## config.mk

```make
export PLATFORM = sky130hd
export DESIGN_NAME = hazard_suspend_ctrl
export DESIGN_NICKNAME = d
export VERILOG_FILES = /design/src/rtl/hazard_suspend_ctrl.sv
export SDC_FILE = /design/constraint.sdc
export NUM_CORES = 1
export LEC_CHECK = 0
export ABC_AREA = 0
export BUFFER_PORTS_ARGS = -buffer_cell sky130_fd_sc_hd__buf_2
export CAP_MARGIN = 20
export CELL_PAD_IN_SITES_DETAIL_PLACEMENT = 0
export CELL_PAD_IN_SITES_GLOBAL_PLACEMENT = 1
export CORE_MARGIN = 3
export CORE_UTILIZATION = 32
export DETAILED_ROUTE_END_ITERATION = 8
export GPL_TIMING_DRIVEN = 1
export PLACE_DENSITY_LB_ADDON = 0.1
export SLEW_MARGIN = 20
export SYNTH_ARGS = -nofsm -noshare
export SYNTH_HDL_FRONTEND = slang
export SYNTH_SLANG_ARGS = --single-unit
```

## constraint.sdc

```tcl
create_clock -name clk_i -period 2.3 [get_ports clk_i]
set_input_delay 0.23 -clock clk_i [delete_from_list [all_inputs] [get_ports clk_i]]
set_output_delay 0.23 -clock clk_i [all_outputs]
set_load 0.03 [all_outputs]
```

## src/rtl/hazard_suspend_ctrl.sv

```systemverilog
// rtl/hazard_suspend_ctrl.sv - RAW hazard suspend controller for an in-order pipeline
//
// Purpose:
//   Detects read-after-write hazards between the instruction in ID and the
//   producers in EX, MEM and WB. It suspends issue for a stage-dependent
//   number of cycles. An EX-resolved branch/jump flush overrides any suspend.
//
// Ports:
//   clk_i            pipeline clock, rising edge
//   rst_i            asynchronous active-high reset
//   id_valid_i       ID holds a valid instruction
//   id_rs1_i/rs2_i   ID source register indices
//   id_rs*_used_i    source is a real operand
//   ex/mem/wb_rd_i   stage destination register
//   ex/mem/wb_we_i   stage writes the register file
//   ex_flush_i       taken branch/jump resolved in EX
//   pc_stall_o       hold the PC
//   if_id_stall_o    hold the IF/ID register
//   id_ex_bubble_o   load a NOP into ID/EX
//   if_id_flush_o    clear IF/ID
//   suspending_o     FSM is in SUSPEND
//   stall_cnt_o      saturating count of stalled cycles

module hazard_suspend_ctrl #(
  parameter int EX_STALL  = 3,
  parameter int MEM_STALL = 2,
  parameter int WB_STALL  = 1,
  parameter int CNT_W     = 16
) (
  input  logic             clk_i,
  input  logic             rst_i,
  input  logic             id_valid_i,
  input  logic [4:0]       id_rs1_i,
  input  logic [4:0]       id_rs2_i,
  input  logic             id_rs1_used_i,
  input  logic             id_rs2_used_i,
  input  logic [4:0]       ex_rd_i,
  input  logic [4:0]       mem_rd_i,
  input  logic [4:0]       wb_rd_i,
  input  logic             ex_we_i,
  input  logic             mem_we_i,
  input  logic             wb_we_i,
  input  logic             ex_flush_i,
  output logic             pc_stall_o,
  output logic             if_id_stall_o,
  output logic             id_ex_bubble_o,
  output logic             if_id_flush_o,
  output logic             suspending_o,
  output logic [CNT_W-1:0] stall_cnt_o
);

  localparam int MAX_EM    = (EX_STALL > MEM_STALL) ? EX_STALL : MEM_STALL;
  localparam int MAX_STALL = (MAX_EM > WB_STALL) ? MAX_EM : WB_STALL;
  localparam int RW        = (MAX_STALL < 2) ? 1 : $clog2(MAX_STALL + 1);

  localparam logic [RW-1:0] EX_N  = RW'(EX_STALL);
  localparam logic [RW-1:0] MEM_N = RW'(MEM_STALL);
  localparam logic [RW-1:0] WB_N  = RW'(WB_STALL);
  localparam logic [RW-1:0] ONE   = RW'(1);

  typedef enum logic {IDLE, SUSPEND} state_t;

  state_t           state_q;
  logic [RW-1:0]    rem_q;
  logic [CNT_W-1:0] stall_cnt_q;

  logic          ex_hit, mem_hit, wb_hit;
  logic [RW-1:0] need;
  logic          hazard;
  logic          stall_req;

  // x0 is hardwired zero, so it can never be a true producer.
  assign ex_hit  = id_valid_i && ex_we_i && (ex_rd_i != 5'd0) &&
                   ((id_rs1_used_i && (ex_rd_i == id_rs1_i)) ||
                    (id_rs2_used_i && (ex_rd_i == id_rs2_i)));
  assign mem_hit = id_valid_i && mem_we_i && (mem_rd_i != 5'd0) &&
                   ((id_rs1_used_i && (mem_rd_i == id_rs1_i)) ||
                    (id_rs2_used_i && (mem_rd_i == id_rs2_i)));
  assign wb_hit  = id_valid_i && wb_we_i && (wb_rd_i != 5'd0) &&
                   ((id_rs1_used_i && (wb_rd_i == id_rs1_i)) ||
                    (id_rs2_used_i && (wb_rd_i == id_rs2_i)));

  // The youngest producer decides the wait; an older match is already
  // covered by the longer wait of the younger one.
  always_comb begin
    need = '0;
    if (ex_hit)       need = EX_N;
    else if (mem_hit) need = MEM_N;
    else if (wb_hit)  need = WB_N;
  end

  // Hazards are only evaluated in IDLE; during SUSPEND the inserted bubbles
  // are already draining the producer.
  assign hazard    = (state_q == IDLE) && (need != '0);
  assign stall_req = (state_q == SUSPEND) || hazard;

  // Flush wins over any stall; all requests are masked while in reset.
  assign pc_stall_o     = !rst_i && stall_req && !ex_flush_i;
  assign if_id_stall_o  = !rst_i && stall_req && !ex_flush_i;
  assign id_ex_bubble_o = !rst_i && (stall_req || ex_flush_i);
  assign if_id_flush_o  = !rst_i && ex_flush_i;
  assign suspending_o   = (state_q == SUSPEND);
  assign stall_cnt_o    = stall_cnt_q;

  always_ff @(posedge clk_i or posedge rst_i) begin
    if (rst_i) begin
      state_q     <= IDLE;
      rem_q       <= '0;
      stall_cnt_q <= '0;
    end else begin
      if (pc_stall_o && (stall_cnt_q != {CNT_W{1'b1}})) begin
        stall_cnt_q <= stall_cnt_q + 1'b1;
      end

      if (ex_flush_i) begin
        state_q <= IDLE;
        rem_q   <= '0;
      end else begin
        case (state_q)
          IDLE: begin
            if (hazard) begin
              // The detection cycle itself is the first stall cycle.
              rem_q   <= need - ONE;
              state_q <= (need != ONE) ? SUSPEND : IDLE;
            end
          end
          SUSPEND: begin
            if (rem_q <= ONE) begin
              state_q <= IDLE;
              rem_q   <= '0;
            end else begin
              rem_q <= rem_q - ONE;
            end
          end
          default: begin
            state_q <= IDLE;
            rem_q   <= '0;
          end
        endcase
      end
    end
  end

endmodule

```

After elaboration in Yosys (flattened, before gate mapping). Index checks and enable logic that the tools add are counted. W data, S select, Z words.

Input port bits: 34. Word-level logic and storage cells: 61. Bits in registers: 19. Output and inout port bits: 21.

Order comparisons: 1. Muxes and demuxes: 12. Bitwise operators: 1. Add/sub/neg operators: 3. Eq/ne operators: 9. Reductions and logical operators: 32.

Operators by type and width (count): $eq A5 B5 Y1 (6); $logic_and A1 B1 Y1 (21); $add A16 B1 Y16 const B (1); $ne A16 B16 Y1 const B (1); $reduce_bool A5 Y1 (3); $mux W2 (5); $logic_or A1 B1 Y1 (5); $mux W1 (5); $pmux W2 S2 (1); $sub A2 B1 Y2 const B (2); $ne A3 B3 Y1 const B (1); $le A2 B1 Y1 const B (1); $logic_not A1 Y1 (2); $ne A2 B1 Y1 const B (1); $pmux W1 S2 (1); $reduce_bool A2 Y1 (1); $not A1 Y1 (1).

Logic depth before layout (Yosys ltp).
Word-level depth: 13. Depth in mapped cells: 12. Gate-level depth less buffers: 12.

Worst setup path before layout. No wires, ideal clock.

Kind: input-to-reg. Start: input mem_rd_i[1]. End: register stall_cnt_q[7], in the netlist stall_cnt_o[7]. Stages: 11. Buffers on the path: 0. Data required time: 2.167 ns. Setup slack: -0.443 ns. Library setup time: 0.133 ns. Arrival: 2.609 ns. Cell sequence: or4_1 > o211ai_1 > o211ai_1 > and2_1 > ha_1 > nor2b_1 > or3_4 > a21oi_4 > nor2b_4 > nand4_2 > xnor2_1.

Cells in the longest elaborated chain, start to end: 12. Elaborated cells between the ends (all ways): 16. Those cells by class: 2 x eq/ne; 2 x mux; 12 x reduce/logical.

RTL lines: from (decl) (RTL line 38) `input logic [4:0] mem_rd_i,`; $eq A5 B5 Y1, on equally long branches (RTL line 77, 78); $logic_and A1 B1 Y1, on equally long branches (RTL line 77, 78); $logic_or A1 B1 Y1 (RTL line 77) `((id_rs1_used_i && (mem_rd_i == id_rs1_i)) ||`; $logic_and A1 B1 Y1 (*) (RTL line 76) `assign mem_hit = id_valid_i && mem_we_i && (mem_rd_i != 5'd0) &&`; $mux W2 (*) (RTL line 88) `else if (mem_hit) need = MEM_N;`; $mux W2 (*) (RTL line 87) `if (ex_hit) need = EX_N;`; $reduce_bool A2 Y1 (*) (RTL line 94) `assign hazard = (state_q == IDLE) && (need != '0);`; $logic_and A1 B1 Y1 (*) (RTL line 94); $logic_or A1 B1 Y1 (*) (RTL line 95) `assign stall_req = (state_q == SUSPEND) || hazard;`; $logic_and A1 B1 Y1 (*) (2 in series) (RTL line 98) `assign pc_stall_o = !rst_i && stall_req && !ex_flush_i;`; $logic_and A1 B1 Y1 (*) (RTL line 111) `if (pc_stall_o && (stall_cnt_q != {CNT_W{1'b1}})) begin`; to (signal assigned) (RTL line 112) `stall_cnt_q <= stall_cnt_q + 1'b1;`; to (decl) (RTL line 65) `logic [CNT_W-1:0] stall_cnt_q;`.

Mark *: on every way between the ends. The rest lies on a longest branch, timed or not. A chain may end at the register's enable or synchronous reset.

Worst setup path after layout.
Start: input mem_rd_i[4]. End: register stall_cnt_q[7], in the netlist stall_cnt_o[7].

The elaborated chain is that of the path after synthesis.

==> reports/metrics.csv <==
stage,metric,value,unit
finish,final_common_cell,buf_2,
placed_design,dp_cells,257,
floorplan,io_pins,55,
power,p_leak,0.958,nW
finish,area_growth,43.9,%
clock_tree,clk_pin_slew,70,ps
route,viasPerCell,4.88,
power,internal_power,0.597,mW
clock_tree,h-tree-depth,1,
critical_path,reg2reg_slack,280,ps
critical_path,r2r_end,stall_cnt_o[0],
clock_tree,cts-root-buf,clkbuf_8,
clock_tree,cts_tree,built,
finish,regArea,475,µm²
grt,antenna_found_initial,0,
floorplan,initial_utilization,0.339,
power,swShare,0.317,
clock_tree,clock-sinks,19,
critical_path,start_kind,primary input,
power,max-vdd-ir-drop,0.357,mV
floorplan,die_y,72.1,µm
yosys,synth_async_sr_flop_share,1.00,
grt,grt.busiest_layer,met2,
critical_path,crit_path_max_fanout,4,
timing,fin_crit_sh,1.11,
finish,num_antenna_cells,0,
yosys,synthesis.area,1400,µm²
route,drc,0,
yosys,ys_types,33,
power,p_per_area,435,nW/µm²
floorplan,fp.dieW,72.1,µm
route,drtIter0Drc,39,
yosys,synth_edf_count,0,
placed_design,pre_cts_ws,-618,ps
clock_tree,clockBufferDepth,2,
timing,finalHoldViolations,0,
route,avgRoutedWirePerCell,13.8,µm
timing,rsz0062_at_grt,yes,
timing,slew_headroom,0.505,
timing,fmax,0.390,GHz
floorplan,rows,23,
timing,setup_violations,19,
yosys,synth_seq_cells,19,
critical_path,startpoint,mem_rd_i[4],
critical_path,reg2reg_from,stall_cnt_o[0],
run_status,failed_checks,setup timing,
yosys,ys.warnings.count,0,
finish,final_cell_mix,"buf_2 (49), xnor2_1 (34), dfrtp_1 (19), buf_4 (17)",
route,firstDrtPassIters,4,
route,vias,1313,
grt,use_met1,0.196,
critical_path,arrival,2700,ps
grt,grt_pass1_wl,6.28,mm
timing,final.setup.tns,-3880,ps
floorplan,coreArea,4120,µm²
grt,grt_pass1_vias,1317,
route,drtAntennaViolNets,0,
finish,layoutNonFillerInstCount,269,
critical_path,worst_r2r_path_depth,7,
floorplan,dieArea,5190,µm²
grt,overflow,0,
placed_design,gp_congestion,0.799,
yosys,synth_seq_area_share,0.341,
critical_path,cp.required,2440,ps
timing,min_period,2560,ps
run_status,status,finished with violations,
grt,grt_use_met3,0.0360,
finish,fillerInstances,428,
yosys,synth_ff_type,dfrtp_1,
yosys,synth_cells,141,
grt,grt_max_degree,20,
finish,multi_input_area,930,µm²
critical_path,worstSetupPathType,in -> reg,
finish,finalNetCount,257,
grt,track_usage,0.148,
hold_path,hp-class,in -> async,
critical_path,endpoint_kind,flop,
flow_run,maxCapViolCount,0,
clock_tree,numCtsBuffers,3,
power,combinationalPowerShare,0.298,
placed_design,dp_hpwl,3.02,mm
placed_design,port_buffers,54,
grt,use_met2,0.253,
route,routed_wl,3.72,mm
power,pwr-share-seq,0.438,
power,p_sw,0.277,mW
timing,fin_ws,-263,ps
power,clockPowerShare,0.264,
yosys,avgSynthCellArea,9.90,µm²
timing,clock_skew,1.12,ps
yosys,syn_nets,178,
timing,drv_slew,0,
finish,final_layout_size_suffix_gt1_frac,0.434,
timing,tightest_slew,741,ps
clock_tree,clock_latency,250,ps
-- critical path, cell delays in order --
cell,delay [ps]
buf_6,90
or4_4,530
o211ai_1,230
o211ai_1,140
and2_1,200
ha_2,170
nor2b_4,120
or3_4,390
a21oi_4,180
nor2b_4,190
nand4_2,90
xnor2_1,140
-- Yosys cell counts (2+ instances only) --
cell type / instances / area share
a21oi_1: 4 / 0.014
and2_1: 2 / 0.0090
dfrtp_1: 19 / 0.34
ha_1: 3 / 0.027
inv_1: 6 / 0.016
nand2_1: 13 / 0.035
nand2b_1: 2 / 0.0090
nand3_1: 6 / 0.022
nand4_1: 7 / 0.031
nor2_1: 6 / 0.016
nor4_1: 2 / 0.0090
nor4_4: 3 / 0.046
o211ai_1: 2 / 0.011
o22ai_1: 2 / 0.0090
or3_1: 2 / 0.0090
or4_1: 2 / 0.011
xnor2_1: 34 / 0.21
xor2_1: 11 / 0.069
-- kinds of logic (layout without fill, tap and decap cells) --
| family | after synthesis | after routing | synth area share |
|---|---|---|---|
| AND/OR/NAND/NOR | 51 | 51 | 0.238 |
| buffers and inverters | 7 | 85 | 0.0215 |
| AO/OA/AOI/OAI | 15 | 15 | 0.0824 |
| flip-flops | 19 | 19 | 0.341 |
| multiplexers | 1 | 1 | 0.00806 |
| XOR/XNOR | 45 | 45 | 0.282 |
| adder cells (fa/ha/maj) | 3 | 3 | 0.0269 |
-- power by group through the flow --
| stage | Clock (mW) | Sequential (mW) | Combinational (mW) |
|---|---|---|---|
| finish | 0.231 | 0.383 | 0.260 |
| global route | 0.258 | 0.387 | 0.286 |
| CTS | 0.241 | 0.381 | 0.254 |
| detailed placement | 0 | 0.387 | 0.242 |
| global placement | 0 | 0.386 | 0.242 |
| floorplan | 0 | 0.423 | 0.0993 |
-- layer usage --
metal,share of wire,vias up
met5,0,-
met4,0.0035,0
met3,0.060,2
met2,0.47,34
met1,0.46,633
li1,-,644
-- stage by stage --
step / cell area (µm²) / hold slack (ps) / util / total power [mW]
after detailed placement: 1830 / 437 / 0.445 / 0.629
after floorplan: 1410 / 181 / - / 0.522
after global routing: 2010 / 196 / 0.488 / 0.931
after CTS: 1960 / 159 / 0.475 / 0.876
after global placement: 1830 / 414 / 0.445 / 0.628
final: 2010 / 147 / 0.488 / 0.874
-- worst max-delay path by stage --
stage	end	slack, ps	depth (start not counted)
3_3_place_gp	stall_cnt_o[7]	-580	12
3_5_place_dp	stall_cnt_o[7]	-620	12
6_report	stall_cnt_o[7]	-260	12
2_1_floorplan	stall_cnt_o[7]	-440	11
4_1_cts	pc_stall_o	-250	10
5_1_grt	stall_cnt_o[15]	-390	11
-- registers in the layout, indices dropped and copies added (netlist names) --
name and count:
rem_q 2, stall_cnt_o 16, suspending_o 1
-- layout make-up --
cell class	count	share of cell area
Multi-Input combinational cell	115	0.463
Sequential cell	19	0.237
Timing Repair Buffer	75	0.236
Tap cell	50	0.0311
Clock buffer	4	0.0224
Inverter	6	0.0112
-- what timing repair did --
action	in CTS	in global routing
pin swaps	9	8
resized for setup	13	7
buffers inserted	5	5
hold buffers	0	0
endpoints found under the setup margin	19	19
(Power assumes the default switching activity.)
